===== src/rtl/game_pkg.sv =====
// ============================================================================
//  Module      : game_pkg
//  Description : Shared state encoding, default geometry/physics constants and
//                helper functions for the game motion controller and the VGA
//                stage (sprite width lives here too).
//  Revision    : 1.0 - initial release
// ============================================================================
`default_nettype none

package game_pkg;

   // Coordinate and velocity widths
   localparam int POS_W = 12;
   localparam int VEL_W = 8;
   localparam int SCORE_W = 16;

   // Default geometry / physics
   localparam int GROUND_Y_DEF     = 320;
   localparam int DINO_X_DEF       = 240;
   localparam int OBST_START_X_DEF = 680;
   localparam int OBST_SPEED_DEF   = 4;
   localparam int JUMP_V0_DEF      = 18;
   localparam int GRAVITY_DEF      = 1;
   localparam int SPRITE_W         = 50;

   // Game state encoding
   localparam logic [1:0] S_IDLE = 2'd0;
   localparam logic [1:0] S_RUN  = 2'd1;
   localparam logic [1:0] S_JUMP = 2'd2;
   localparam logic [1:0] S_OVER = 2'd3;

   // Score counter that sticks at its maximum instead of rolling over
   function automatic logic [SCORE_W-1:0] sat_inc(input logic [SCORE_W-1:0] v);
      return (v == {SCORE_W{1'b1}}) ? v : v + {{(SCORE_W-1){1'b0}}, 1'b1};
   endfunction

endpackage

`default_nettype wire


===== src/rtl/edge_pulse.sv =====
// ============================================================================
//  Module      : edge_pulse
//  Description : Registers an input level and produces a one-cycle pulse on
//                its rising edge. With SYNC=1 the input first passes a 2-flop
//                synchronizer (for asynchronous sources).
//  Ports       : clk    - clock
//                rst_n  - asynchronous active-low reset
//                i_d    - input level
//                o_rise - one-cycle pulse on rising edge of (synchronized) i_d
//  Revision    : 1.0 - initial release
// ============================================================================
`default_nettype none

module edge_pulse #(
   parameter bit SYNC = 1'b0
) (
   input  logic clk,
   input  logic rst_n,
   input  logic i_d,
   output logic o_rise
);

   logic w_level;
   logic r_prev;

   generate
      if (SYNC) begin : g_sync
         logic r_s1;
         logic r_s2;
         always_ff @(posedge clk or negedge rst_n) begin
            if (!rst_n) begin
               r_s1 <= 1'b0;
               r_s2 <= 1'b0;
            end else begin
               r_s1 <= i_d;
               r_s2 <= r_s1;
            end
         end
         assign w_level = r_s2;
      end else begin : g_nosync
         // Source is already synchronous; the pulse is combinational on i_d
         // so the consumer acts on the very edge where i_d is first high.
         assign w_level = i_d;
      end
   endgenerate

   always_ff @(posedge clk or negedge rst_n) begin
      if (!rst_n) r_prev <= 1'b0;
      else        r_prev <= w_level;
   end

   assign o_rise = w_level & ~r_prev;

endmodule

`default_nettype wire


===== src/rtl/game_motion_controller.sv =====
// ============================================================================
//  Module      : game_motion_controller
//  Description : Frame-stepped dino/obstacle motion, jump physics, scoring and
//                game state (IDLE/RUN/JUMP/OVER).
//  Ports       : clk                - system clock
//                reset              - asynchronous active-low reset
//                jump_btn           - raw asynchronous jump button
//                screen_ready       - end-of-frame strobe from the VGA stage
//                collision_detected - overlap flag from the VGA stage
//                x_coor / y_coor    - dino left column / bottom row
//                x_coor_obstacle    - obstacle left column
//                y_coor_obstacle    - obstacle bottom row (ground)
//                score              - obstacles cleared (saturating)
//                game_over          - high in OVER state
//  Revision    : 1.0 - initial release
// ============================================================================
`default_nettype none

module game_motion_controller
   import game_pkg::*;
#(
   parameter int GROUND_Y     = GROUND_Y_DEF,
   parameter int DINO_X       = DINO_X_DEF,
   parameter int OBST_START_X = OBST_START_X_DEF,
   parameter int OBST_SPEED   = OBST_SPEED_DEF,
   parameter int JUMP_V0      = JUMP_V0_DEF,
   parameter int GRAVITY      = GRAVITY_DEF
) (
   input  logic        clk,
   input  logic        reset,
   input  logic        jump_btn,
   input  logic        screen_ready,
   input  logic        collision_detected,
   output logic [31:0] x_coor,
   output logic [31:0] y_coor,
   output logic [31:0] x_coor_obstacle,
   output logic [31:0] y_coor_obstacle,
   output logic [15:0] score,
   output logic        game_over
);

   localparam logic [POS_W-1:0]        c_ground_y = POS_W'(GROUND_Y);
   localparam logic [POS_W-1:0]        c_dino_x   = POS_W'(DINO_X);
   localparam logic [POS_W-1:0]        c_obst_x0  = POS_W'(OBST_START_X);
   localparam logic [POS_W-1:0]        c_speed    = POS_W'(OBST_SPEED);
   localparam logic signed [VEL_W-1:0] c_v0       = VEL_W'(JUMP_V0);
   localparam logic signed [VEL_W-1:0] c_grav     = VEL_W'(GRAVITY);

   logic                      w_jump_press;
   logic                      w_frame_tick;

   logic [1:0]                r_state;
   logic [POS_W-1:0]          r_y;
   logic signed [VEL_W-1:0]   r_vel;
   logic [POS_W-1:0]          r_xo;
   logic [SCORE_W-1:0]        r_score;
   logic                      r_jump_pend;

   logic                      w_jump_req;
   logic signed [VEL_W-1:0]   w_vel_cur;
   logic signed [VEL_W-1:0]   w_vel_next;
   logic [POS_W-1:0]          w_y_next;
   logic                      w_land;
   logic                      w_xo_wrap;

   edge_pulse #(.SYNC(1'b1)) u_jump_edge (
      .clk    (clk),
      .rst_n  (reset),
      .i_d    (jump_btn),
      .o_rise (w_jump_press)
   );

   edge_pulse #(.SYNC(1'b0)) u_frame_edge (
      .clk    (clk),
      .rst_n  (reset),
      .i_d    (screen_ready),
      .o_rise (w_frame_tick)
   );

   // A press in RUN may arrive on the tick itself or earlier in the frame
   assign w_jump_req = r_jump_pend | w_jump_press;

   // The tick that launches a jump already applies the first step at JUMP_V0
   assign w_vel_cur  = (r_state == S_RUN) ? c_v0 : r_vel;
   assign w_y_next   = r_y - {{(POS_W-VEL_W){w_vel_cur[VEL_W-1]}}, w_vel_cur};
   assign w_vel_next = w_vel_cur - c_grav;
   assign w_land     = (w_vel_next <= 0) && (w_y_next >= c_ground_y);
   assign w_xo_wrap  = (r_xo < c_speed);

   always_ff @(posedge clk or negedge reset) begin
      if (!reset) begin
         r_state     <= S_IDLE;
         r_y         <= c_ground_y;
         r_vel       <= '0;
         r_xo        <= c_obst_x0;
         r_score     <= '0;
         r_jump_pend <= 1'b0;
      end else begin
         case (r_state)
            S_IDLE: begin
               if (w_jump_press) r_state <= S_RUN;
            end

            S_RUN, S_JUMP: begin
               if (w_frame_tick) begin
                  r_jump_pend <= 1'b0;
                  if (collision_detected) begin
                     r_state <= S_OVER;
                  end else begin
                     if (w_xo_wrap) begin
                        r_xo    <= c_obst_x0;
                        r_score <= sat_inc(r_score);
                     end else begin
                        r_xo <= r_xo - c_speed;
                     end

                     if (r_state == S_JUMP || w_jump_req) begin
                        if (w_land) begin
                           r_y     <= c_ground_y;
                           r_vel   <= '0;
                           r_state <= S_RUN;
                        end else begin
                           r_y     <= w_y_next;
                           r_vel   <= w_vel_next;
                           r_state <= S_JUMP;
                        end
                     end
                  end
               end else if (r_state == S_RUN && w_jump_press) begin
                  r_jump_pend <= 1'b1;
               end
            end

            default: begin // S_OVER
               if (w_jump_press) begin
                  r_state     <= S_IDLE;
                  r_y         <= c_ground_y;
                  r_vel       <= '0;
                  r_xo        <= c_obst_x0;
                  r_score     <= '0;
                  r_jump_pend <= 1'b0;
               end
            end
         endcase
      end
   end

   assign x_coor          = 32'(c_dino_x);
   assign y_coor          = 32'(r_y);
   assign x_coor_obstacle = 32'(r_xo);
   assign y_coor_obstacle = 32'(c_ground_y);
   assign score           = r_score;
   assign game_over       = (r_state == S_OVER);

endmodule

`default_nettype wire

===== config.mk =====
export PLATFORM = sky130hd
export DESIGN_NAME = game_motion_controller
export DESIGN_NICKNAME = d
export VERILOG_FILES = /design/src/rtl/game_pkg.sv /design/src/rtl/edge_pulse.sv /design/src/rtl/game_motion_controller.sv
export SDC_FILE = /design/constraint.sdc
export NUM_CORES = 1
export LEC_CHECK = 0
export BUFFER_PORTS_ARGS = -buffer_cell sky130_fd_sc_hd__buf_4
export CORE_ASPECT_RATIO = 0.7
export CORE_MARGIN = 3
export CORE_UTILIZATION = 29
export CTS_BUF_LIST = sky130_fd_sc_hd__clkbuf_4
export DETAILED_ROUTE_END_ITERATION = 8
export GPL_ROUTABILITY_DRIVEN = 0
export GPL_TIMING_DRIVEN = 0
export PLACE_DENSITY = 0.57
export SLEW_MARGIN = 20
export SYNTH_ARGS = -nofsm -noshare
export SYNTH_HDL_FRONTEND = slang
export SYNTH_SLANG_ARGS = --single-unit

===== constraint.sdc =====
create_clock -name clk -period 5.1 [get_ports clk]
set_clock_uncertainty 0.05 [all_clocks]
set_input_delay 1.02 -clock clk [delete_from_list [all_inputs] [get_ports clk]]
set_output_delay 1.02 -clock clk [all_outputs]
set_load 0.05 [all_outputs]

Word level (Yosys, flattened, before mapping)
Index checks and enable logic that the tools add are counted.
{"block": "classes", "mux": 35, "n_eq_ne": 12, "n_lt_le_gt_ge": 3, "n_addsub": 4, "reduce_logical": 11, "bitwise": 6}
{"operator": "$mux 12", "n": 9}
{"operator": "$mux 16", "n": 5}
{"operator": "$mux 8", "n": 6}
{"operator": "$pmux 12 s2", "n": 2}
{"operator": "$pmux 16 s2", "n": 1}
{"operator": "$add 16x1->16 const B", "n": 1}
{"operator": "$eq 16x16->1 const B", "n": 1}
{"operator": "$pmux 8 s2", "n": 1}
{"operator": "$ge 12x9->1 const B", "n": 1}
{"operator": "$lt 12x3->1 const B", "n": 1}
{"operator": "$mux 2", "n": 6}
{"operator": "$sub 12x12->12", "n": 1}
{"operator": "$sub 12x3->12 const B", "n": 1}
{"operator": "$ne 2x2->1 const B", "n": 5}
{"operator": "$le 8x1->1 const B", "n": 1}
{"operator": "$reduce_and 4->1", "n": 2}
{"operator": "$sub 8x2->8 const B", "n": 1}
{"operator": "$reduce_and 6->1", "n": 1}
{"operator": "$reduce_and 5->1", "n": 1}
{"operator": "$eq 2x2->1 const B", "n": 2}
{"operator": "$pmux 2 s2", "n": 1}
{"operator": "$mux 1", "n": 3}
{"operator": "$ne 3x2->1 const B", "n": 1}
{"operator": "$ne 3x3->1 const B", "n": 1}
{"operator": "12 further kinds", "n": 16}
{"block": "word_totals", "input_bits": 5, "reg_bits": 55}

Longest topological paths before layout
Gate-level depths: netlist (run 1).
{"block": "logic_depth", "ltp_word": 10, "depth_mapped": 17, "depth_no_buf": 15}

By module
From an unflattened synthesis (run 1), not the netlist that was laid out.
{"block": "hier_totals", "cells_unflattened": 491, "area_unflattened_um2": 4204.0}
{"module": "game_motion_controller", "n_inst": 1, "cells_each": 485, "area_per_inst_um2": 4076.4, "seq_area_each_um2": 1233.7}
{"module": "edge_pulse (u_jump_edge)", "n_inst": 1, "cells_each": 4, "area_per_inst_um2": 88.8, "seq_area_each_um2": 75.1}
{"module": "edge_pulse (u_frame_edge)", "n_inst": 1, "cells_each": 2, "area_per_inst_um2": 38.8, "seq_area_each_um2": 25.0}

Worst setup path after synthesis (run 1)
Ideal clock, no wire load.
{"block": "synth_path", "path_type": "register to register", "startpoint": "register r_state[1]", "endpoint": "register r_y[4]", "required_ns": 4.974, "stages_incl_launch_ff": 18, "t_arrival_ns": 3.405, "slack_ns": 1.568, "period_less_slack_ns": 3.532, "cell_sequence": "dfrtp_1 inv_1 ha_1 buf_6 clkbuf_1 nor2b_1 ha_1 inv_1 ha_1 or3_1 o22ai_2 o31ai_1 a211oi_2 nand4b_1 nor3_2 o21ai_2 or4_1 o21ai_1"}
{"block": "synth_between", "elab_chain_cells": 10}
{"item": "from (decl)", "line": "game_motion_controller.sv:52", "rtl": "logic [1:0] r_state;"}
{"item": "from (signal assigned)", "line": "game_motion_controller.sv:92", "rtl": "r_state <= S_IDLE;"}
{"item": "from (signal assigned)", "line": "game_motion_controller.sv:101", "rtl": "if (w_jump_press) r_state <= S_RUN;"}
{"item": "from (signal assigned)", "line": "game_motion_controller.sv:108", "rtl": "r_state <= S_OVER;"}
{"item": "$eq 2x1->1", "line": "game_motion_controller.sv:84, game_motion_controller.sv:99"}
{"item": "$mux 8", "line": "game_motion_controller.sv:84", "rtl": "assign w_vel_cur = (r_state == S_RUN) ? c_v0 : r_vel;"}
{"item": "$sub 12x12->12 or $sub 8x2->8 (tied branches)", "line": "game_motion_controller.sv:85, game_motion_controller.sv:86"}
{"item": "$ge 12x9->1 or $le 8x1->1 (tied branches)", "line": "game_motion_controller.sv:87", "rtl": "assign w_land = (w_vel_next <= 0) && (w_y_next >= c_ground_y);"}
{"item": "$logic_and 1x1->1", "line": "game_motion_controller.sv:87"}
{"item": "$mux 12", "line": "game_motion_controller.sv:118", "rtl": "if (w_land) begin"}
{"item": "$mux 12", "line": "game_motion_controller.sv:117", "rtl": "if (r_state == S_JUMP || w_jump_req) begin"}
{"item": "$mux 12", "line": "game_motion_controller.sv:107", "rtl": "if (collision_detected) begin"}
{"item": "$mux 12", "line": "game_motion_controller.sv:105", "rtl": "if (w_frame_tick) begin"}
{"item": "$pmux 12 s2", "line": "game_motion_controller.sv:99", "rtl": "case (r_state)"}
{"item": "to (signal assigned)", "line": "game_motion_controller.sv:93", "rtl": "r_y <= c_ground_y;"}
{"item": "to (signal assigned)", "line": "game_motion_controller.sv:119", "rtl": "r_y <= c_ground_y;"}
{"item": "to (signal assigned)", "line": "game_motion_controller.sv:123", "rtl": "r_y <= w_y_next;"}
{"item": "to (decl)", "line": "game_motion_controller.sv:53", "rtl": "logic [POS_W-1:0] r_y;"}
Several ways; a longest one is shown, not always the timed one. The select of a mux whose other input is x is not followed.
A chain may end at the register's enable or synchronous reset.

Worst setup path after layout (run 1)
Ends and elaborated chain as after synthesis.

==> metrics.md, run 1 <==
| Metric | Value |
|---|---|
| FP Rows | 36 |
| Via count | between 3000 and 4000 |
| Switching power | approximately 1900 µW |
| Vias per Instance | 4.31 |
| FF+latch count, synth | 53 |
| Vias in the first global route | roughly 3200 |
| First-iteration detailed-routing DRC count | about 250 |
| Post-synth ARST share | 1.00 |
| Synth top area cells | dfrtp_1 27%, buf_4 19%, ha_1 5.3% |
| Die ar. | 0.0163 mm² |
| Post-CTS Resized | 0 |
| Final Max Slew Viols | 0 |
| Critical R2R Launch | r_state[1]$_DFFE_PN0P_ |
| I/O Buffers | 43 |
| Hold buffers post-CTS | 0 |
| Cells after Synth | ~510 |
| Hold_ws | between 0.3 and 0.4 ns |
| Fin crit share | 0.859 |
| CTS Root Cell | clkbuf_4 |
| Placed Area | between 0.005 and 0.006 mm² |
| Arr. time, crit path | ~4.6 ns |
| Clk_lat worst skew | between 0.3 and 0.4 ns |
| CP Capture Type | flip-flop |
| Hold Path Origin | u_jump_edge.g_sync.r_s1$_DFF_PN0_ |
| CTS H-tree lvls | 2 |
| IO Count | 150 |
| Flop pwr share | 0.204 |
| GRT Util Overall | 0.122 |
| Achievable frequency | 0.228 GHz |
| Die H | ~110 µm |
| Worst path max stage delay | about 0.45 ns |
| Setup_tns | 0 ns |
| Most frequent cells in the layout | 150 x buf_4, 106 x conb_1, 49 x nand2_1 |
| First-pass GRT wire length | between 15000 and 20000 µm |
| Critical Path Source | r_state[1]$_DFFE_PN0P_ |
| R2R cell count | 17 |
| Worst Max-Slew Pin Slew | 0.701 ns |
| Comb power frac | 0.740 |
| Core region area | 0.0142 mm² |
| Drt drc | 0 |
| Post-synth EDFFs | 0 |
| TritonCTS clock tree | yes |
| Worst hold path class | flip-flop to flip-flop |
| VDD IR max | approximately 0.00019 V |
| Clk buf depth | 2 |
| Post-DP HPWL | ~8300 µm |
| LEAKAGE | between 0.002 and 0.003 µW |
| Primary FF master, synth | dfrtp_1 |
| Nets@finish | between 600 and 700 |
| Initial antenna violation count | 0 |
| Area growth syn-to-layout | 23.5% |
| Unique cell type count in the Yosys netlist | 73 |
| Sequential share of the synthesized area | 0.311 |
| Post-Syn Area | 0.00429 mm² |
| Synth Warn # | 0 |
| CP max stage cell | or4_1 |
| Post-DR wirelength/cell | about 12 µm |
| CP Launch Type | flip-flop |
| Design area | about 0.0053 mm² |
| Syn_area_per_cell | 8.47 µm² |
| Final WL | between 10000 and 15000 µm |
| Synth top area share | 0.274 |
| Die Wd | 151 µm |
| Fin util | 0.373 |
| Crit-path cells | inv_1, ha_1, buf_6, clkbuf_1, nor2b_1, ha_1, inv_1, ha_1, or3_1, o22ai_2, o31ai_1, a211oi_2, nand4b_1, nor3_2, o21ai_2, or4_1, o21ai_1 |
| P_int | 1460 µW |
| Register area | ~0.0013 mm² |
| Status | finished clean |
| Most common cell after layout, fill and taps aside | buf_4 |
| CTS Sinks | 53 |
| Setup repair bufs after CTS | 0 |
| Final-layout fill cell count | 1466 |
| RSZ-0062 raised after global routing | false |
| Largest net degree at the start of global routing | 54 |
| WHS Path Cells | 0 |
| Worst EP required | 5.35 ns |
| Endpoints failing hold | 0 |
| N_diodes | 0 |
| Max_cap viols | 0 |
| Final setup viols | 0 |
| CTS Buf Count | 5 |
| 1st-pass router iterations | 5 |
| Synth area leader | dfrtp_1 |
| ANT nets after route | 0 |
| Footprint of the multi-input gates | about 0.0024 mm² |
| Layout cells sized above 1 | 0.278 |
| Most used cell along the critical path | ha_1 |
| Pwr/cell area | around 640 mW/mm² |
| Rel. slew slack | 0.531 |
| Switching share of power | 0.567 |
| Post-layout min period | between 4 and 5 ns |
| Starting density of the core | 0.302 |
| Crit Path Max Fanout | 10 |
| Overflow after GRT | 0 |
| Worst setup path class | flip-flop to flip-flop |
| CTS clk-pin slew, worst paths | around 0.15 ns |
| Clk pwr share | 0.056 |
-- synth_stat cells (10+ instances only) --
library cell and number:
nor3_1 12, nand3_1 13, clkbuf_1 10, buf_4 107
nand2_1 49, o31ai_1 10, nor2_1 40, a21oi_1 17
nand2b_1 18, ha_1 18, dfrtp_1 47, inv_1 14
o21ai_0 16, o21ai_1 10, xnor2_1 14
-- critical path, delay by kind of cell (launching register included) --
| kind | cells | cell delay, ns |
|---|---|---|
| AND/OR/NAND/NOR | 5 | 1.52 |
| AO/OA/AOI/OAI | 5 | 1.06 |
| adder cells (fa/ha/maj) | 3 | 0.69 |
| buffers and inverters | 4 | 0.55 |
| flip-flops | 1 | 0.43 |
-- kinds of logic after synthesis --
logic type,share of synthesized area
simple gates,0.202
buf+inv,0.219
compound gates,0.157
flops,0.311
xor+xnor,0.0429
fa+ha+maj,0.0525
mux,0.0140
other cells,0.00175
-- through the flow --
step,total power [µW],setup slack [ns],cells
final,3370,0.721,851
after global routing,3650,0.401,851
after CTS,3360,0.719,851
after detailed placement,3170,0.781,843
after global placement,3100,0.808,843
after floorplan,2590,1.57,610
-- final timing paths --
path	endpoint	slack (ns)
worst max register to register	r_y[4]$_DFFE_PN0P_	0.72
max in group asynchronous	r_y[2]$_DFFE_PN0P_	3.93
min in group asynchronous	r_y[9]$_DFFE_PN0P_	0.63
worst min register to register	u_jump_edge.g_sync.r_s2$_DFF_PN0_	0.33
worst min-delay path	u_jump_edge.g_sync.r_s2$_DFF_PN0_	0.33
worst max-delay path	r_y[4]$_DFFE_PN0P_	0.72
-- sequential cells by signal, indices dropped and copies added (netlist names) --
| signal | count |
|---|---|
| u_jump_edge.g_sync.r_s1 | 1 |
| u_jump_edge.g_sync.r_s2 | 1 |
| r_xo | 10 |
| r_state | 2 |
| score | 16 |
| u_jump_edge.r_prev | 1 |
| r_y | 12 |
| u_frame_edge.r_prev | 1 |
| r_vel | 8 |
| r_jump_pend | 1 |
-- per-layer routing --
metal,share of wire,global-route usage,wire length (µm),up-vias
li1,-,-,-,1845
met5,0,0,0,-
met4,0.0044,0.0201,46,0
met1,0.48,0.184,5070,1705
met3,0.069,0.0206,727,2
met2,0.45,0.186,4680,112
-- area by class of cell --
type                    count  share of cell area
plain buffers             123               0.167
clock buffers               5             0.00709
clock inverters             3             0.00331
inverters                  15              0.0106
multi-input cells         419               0.455
flip-flops and latches     53               0.252
well taps                 190              0.0449
repair buffers             43              0.0610
-- power by group through the flow --
stage,registers (µW),logic [µW],clock network (µW)
after floorplan,937,1650,0
after global placement,688,2420,0
after detailed placement,696,2470,0
after CTS,688,2480,197
after global routing,709,2730,216
final,688,2500,188
(Power assumes the default switching activity.)
==> run 2, diff against run 1 <==
- CORE_UTILIZATION: 29 -> 48
- PLACE_DENSITY: 0.57 -> 0.83
==> metrics.md, run 2 (synthesized netlist as in run 1, its figures left out) <==
| Metric | Value |
|---|---|
| CTS Root Cell | clkbuf_4 |
| Post-DP HPWL | ~7900 µm |
| Most common cell after layout, fill and taps aside | buf_4 |
| Endpoints failing hold | 0 |
| CTS Sinks | between 50 and 60 |
| Global-route track usage on met3 | 0.0453 |
| CTS Buf Count | 5 |
| Layout Cells excl Fill | between 700 and 800 |
| Switching share of power | 0.556 |
| 1st-pass router iterations | 7 |
| Max_cap viols | 0 |
| Hold buffers post-CTS | 0 |
| GRT Util Overall | 0.193 |
| Post-DR wirelength/cell | 12.7 µm |
| Via count | between 3000 and 4000 |
| Clk buf depth | 2 |
| Layout cells sized above 1 | 0.280 |
| Placed cells | between 700 and 800 |
| Crit-path cells | inv_1, ha_1, buf_6, clkbuf_1, nor2b_1, ha_1, inv_1, ha_1, or3_1, o22ai_2, o31ai_1, a211oi_2, nand4b_1, nor3_2, o21ai_2, or4_1, o21ai_1 |
| Met1 Usage GRT | 0.262 |
| Most used cell along the critical path | ha_1 |
| Clk pwr share | 0.074 |
| Drt drc | 0 |
| Nets@finish | ~680 |
| N_diodes | 0 |
| Flop pwr share | 0.200 |
| I/O Buffers | 43 |
| RSZ-0062 raised after global routing | false |
| Worst EP required | about 5.4 ns |
| Pwr/cell area | about 650 mW/mm² |
| Hold_ws | roughly 0.32 ns |
| Starting density of the core | 0.500 |
| LEAKAGE | between 0.002 and 0.003 µW |
| Comb power frac | 0.726 |
| First-iteration detailed-routing DRC count | roughly 250 |
| First-pass GRT wire length | 16500 µm |
| Post-CTS Resized | 0 |
| Fin util | 0.610 |
| Final WL | slightly below 10000 µm |
| Vias per Instance | about 5 |
| Clk_lat worst skew | 0.38 ns |
| Final Max Slew Viols | 0 |
| CP max stage cell | dfrtp_1 |
| Die Wd | 119 µm |
| Max FFs per register | 16 |
| Worst path max stage delay | 0.44 ns |
| Overflow after GRT | 0 |
| Final-layout fill cell count | between 700 and 800 |
| Core region area | between 0.008 and 0.009 mm² |
| Pre-CTS setup slack | between 0.8 and 0.9 ns |
| IO Count | 150 |
| Worst Max-Slew Pin Slew | slightly above 0.7 ns |
| Final setup viols | 0 |
| CP Launch Type | flip-flop |
| Bufs and invs on worst path | 4 |
| Setup_tns | 0 ns |
| P_int | approximately 1500 µW |
| Post-layout min period | around 4.3 ns |
| Crit Path Max Fanout | 10 |
| VDD IR max | between 0.0002 and 0.0003 V |
| Achievable frequency | 0.231 GHz |
| Worst hold path class | flip-flop to flip-flop |
| Global route hottest layer | met2 |
| Most frequent cells in the layout | 150 x buf_4, 106 x conb_1, 49 x nand2_1 |
| CTS H-tree lvls | 2 |
| Status | finished clean |
| Fin crit share | 0.851 |
| Die ar. | around 0.010 mm² |
| TritonCTS clock tree | yes |
| FP Rows | 28 |
| R2R setup slack | between 0.7 and 0.8 ns |
| Worst setup path class | flip-flop to flip-flop |
| Initial antenna violation count | 0 |
| Arr. time, crit path | 4.61 ns |
| Area growth syn-to-layout | 22.2% |
| ANT nets after route | 0 |
| CP Capture Type | flip-flop |
| CTS clk-pin slew, worst paths | 0.17 ns |
| Met2 usage | 0.311 |
| Switching power | about 1900 µW |
| Rel. slew slack | 0.523 |
| Vias in the first global route | about 3500 |
| Cell family with the largest share of critical-path delay | simple AND/OR/NAND/NOR gates |
| Setup repair bufs after CTS | 0 |
| Setup slack after layout | approximately 0.76 ns |
| Largest net degree at the start of global routing | 54 |
| Die H | between 80 and 90 µm |
[run 2: worst register-to-register path, stage by stage, from the launching register on]
cell and delay (ns):
dfrtp_1 0.44, inv_1 0.10, ha_1 0.27, buf_6 0.17, clkbuf_1 0.21, nor2b_1 0.27, ha_1 0.23, inv_1 0.05
ha_1 0.18, or3_1 0.32, o22ai_2 0.33, o31ai_1 0.16, a211oi_2 0.29, nand4b_1 0.16, nor3_2 0.30, o21ai_2 0.22
or4_1 0.44, o21ai_1 0.08
[run 2: worst paths after layout]
check,startpoint,to,cells after the start
min in group asynchronous,reset,r_xo[2]$_DFFE_PN0P_,1
min reg2reg,u_jump_edge.g_sync.r_s1$_DFF_PN0_,u_jump_edge.g_sync.r_s2$_DFF_PN0_,0
max reg2reg,r_state[1]$_DFFE_PN0P_,r_y[4]$_DFFE_PN0P_,17
max,r_state[1]$_DFFE_PN0P_,r_y[4]$_DFFE_PN0P_,17
max in group asynchronous,reset,r_xo[10]$_DFFE_PN0P_,1
min,u_jump_edge.g_sync.r_s1$_DFF_PN0_,u_jump_edge.g_sync.r_s2$_DFF_PN0_,0
[run 2: metal layers]
layer | wire length [µm] | share of wire
met1 | 4240 | 0.43
met2 | 4630 | 0.47
met3 | 928 | 0.093
met4 | 130 | 0.013
met5 | 0 | 0
[run 2: through the flow]
stage | total power (µW) | cell area, µm²
2_1_floorplan | 2590 | 4680
3_3_place_gp | 3040 | 5150
3_5_place_dp | 3130 | 5150
4_1_cts | 3390 | 5240
5_1_grt | 3690 | 5240
6_report | 3420 | 5240
[run 2: final cells by class]
| type | instances | area (µm²) | share of cell area |
|---|---|---|---|
| well taps | 120 | 150 | 0.0287 |
| clock inverters | 3 | 50.0 | 0.00955 |
| clock buffers | 5 | 37.5 | 0.00717 |
| inverters | 15 | 56.3 | 0.0107 |
| flip-flops and latches | 53 | 1330 | 0.255 |
| multi-input cells | 419 | 2410 | 0.459 |
| plain buffers | 123 | 882 | 0.168 |
| repair buffers | 43 | 323 | 0.0616 |
[run 2: power by group through the flow]
| stage | Combinational [µW] | Sequential (µW) | Clock (µW) |
|---|---|---|---|
| 2_1_floorplan | 1650 | 937 | 0 |
| 3_3_place_gp | 2360 | 680 | 0 |
| 3_5_place_dp | 2440 | 689 | 0 |
| 4_1_cts | 2450 | 681 | 257 |
| 5_1_grt | 2710 | 708 | 272 |
| 6_report | 2480 | 683 | 253 |
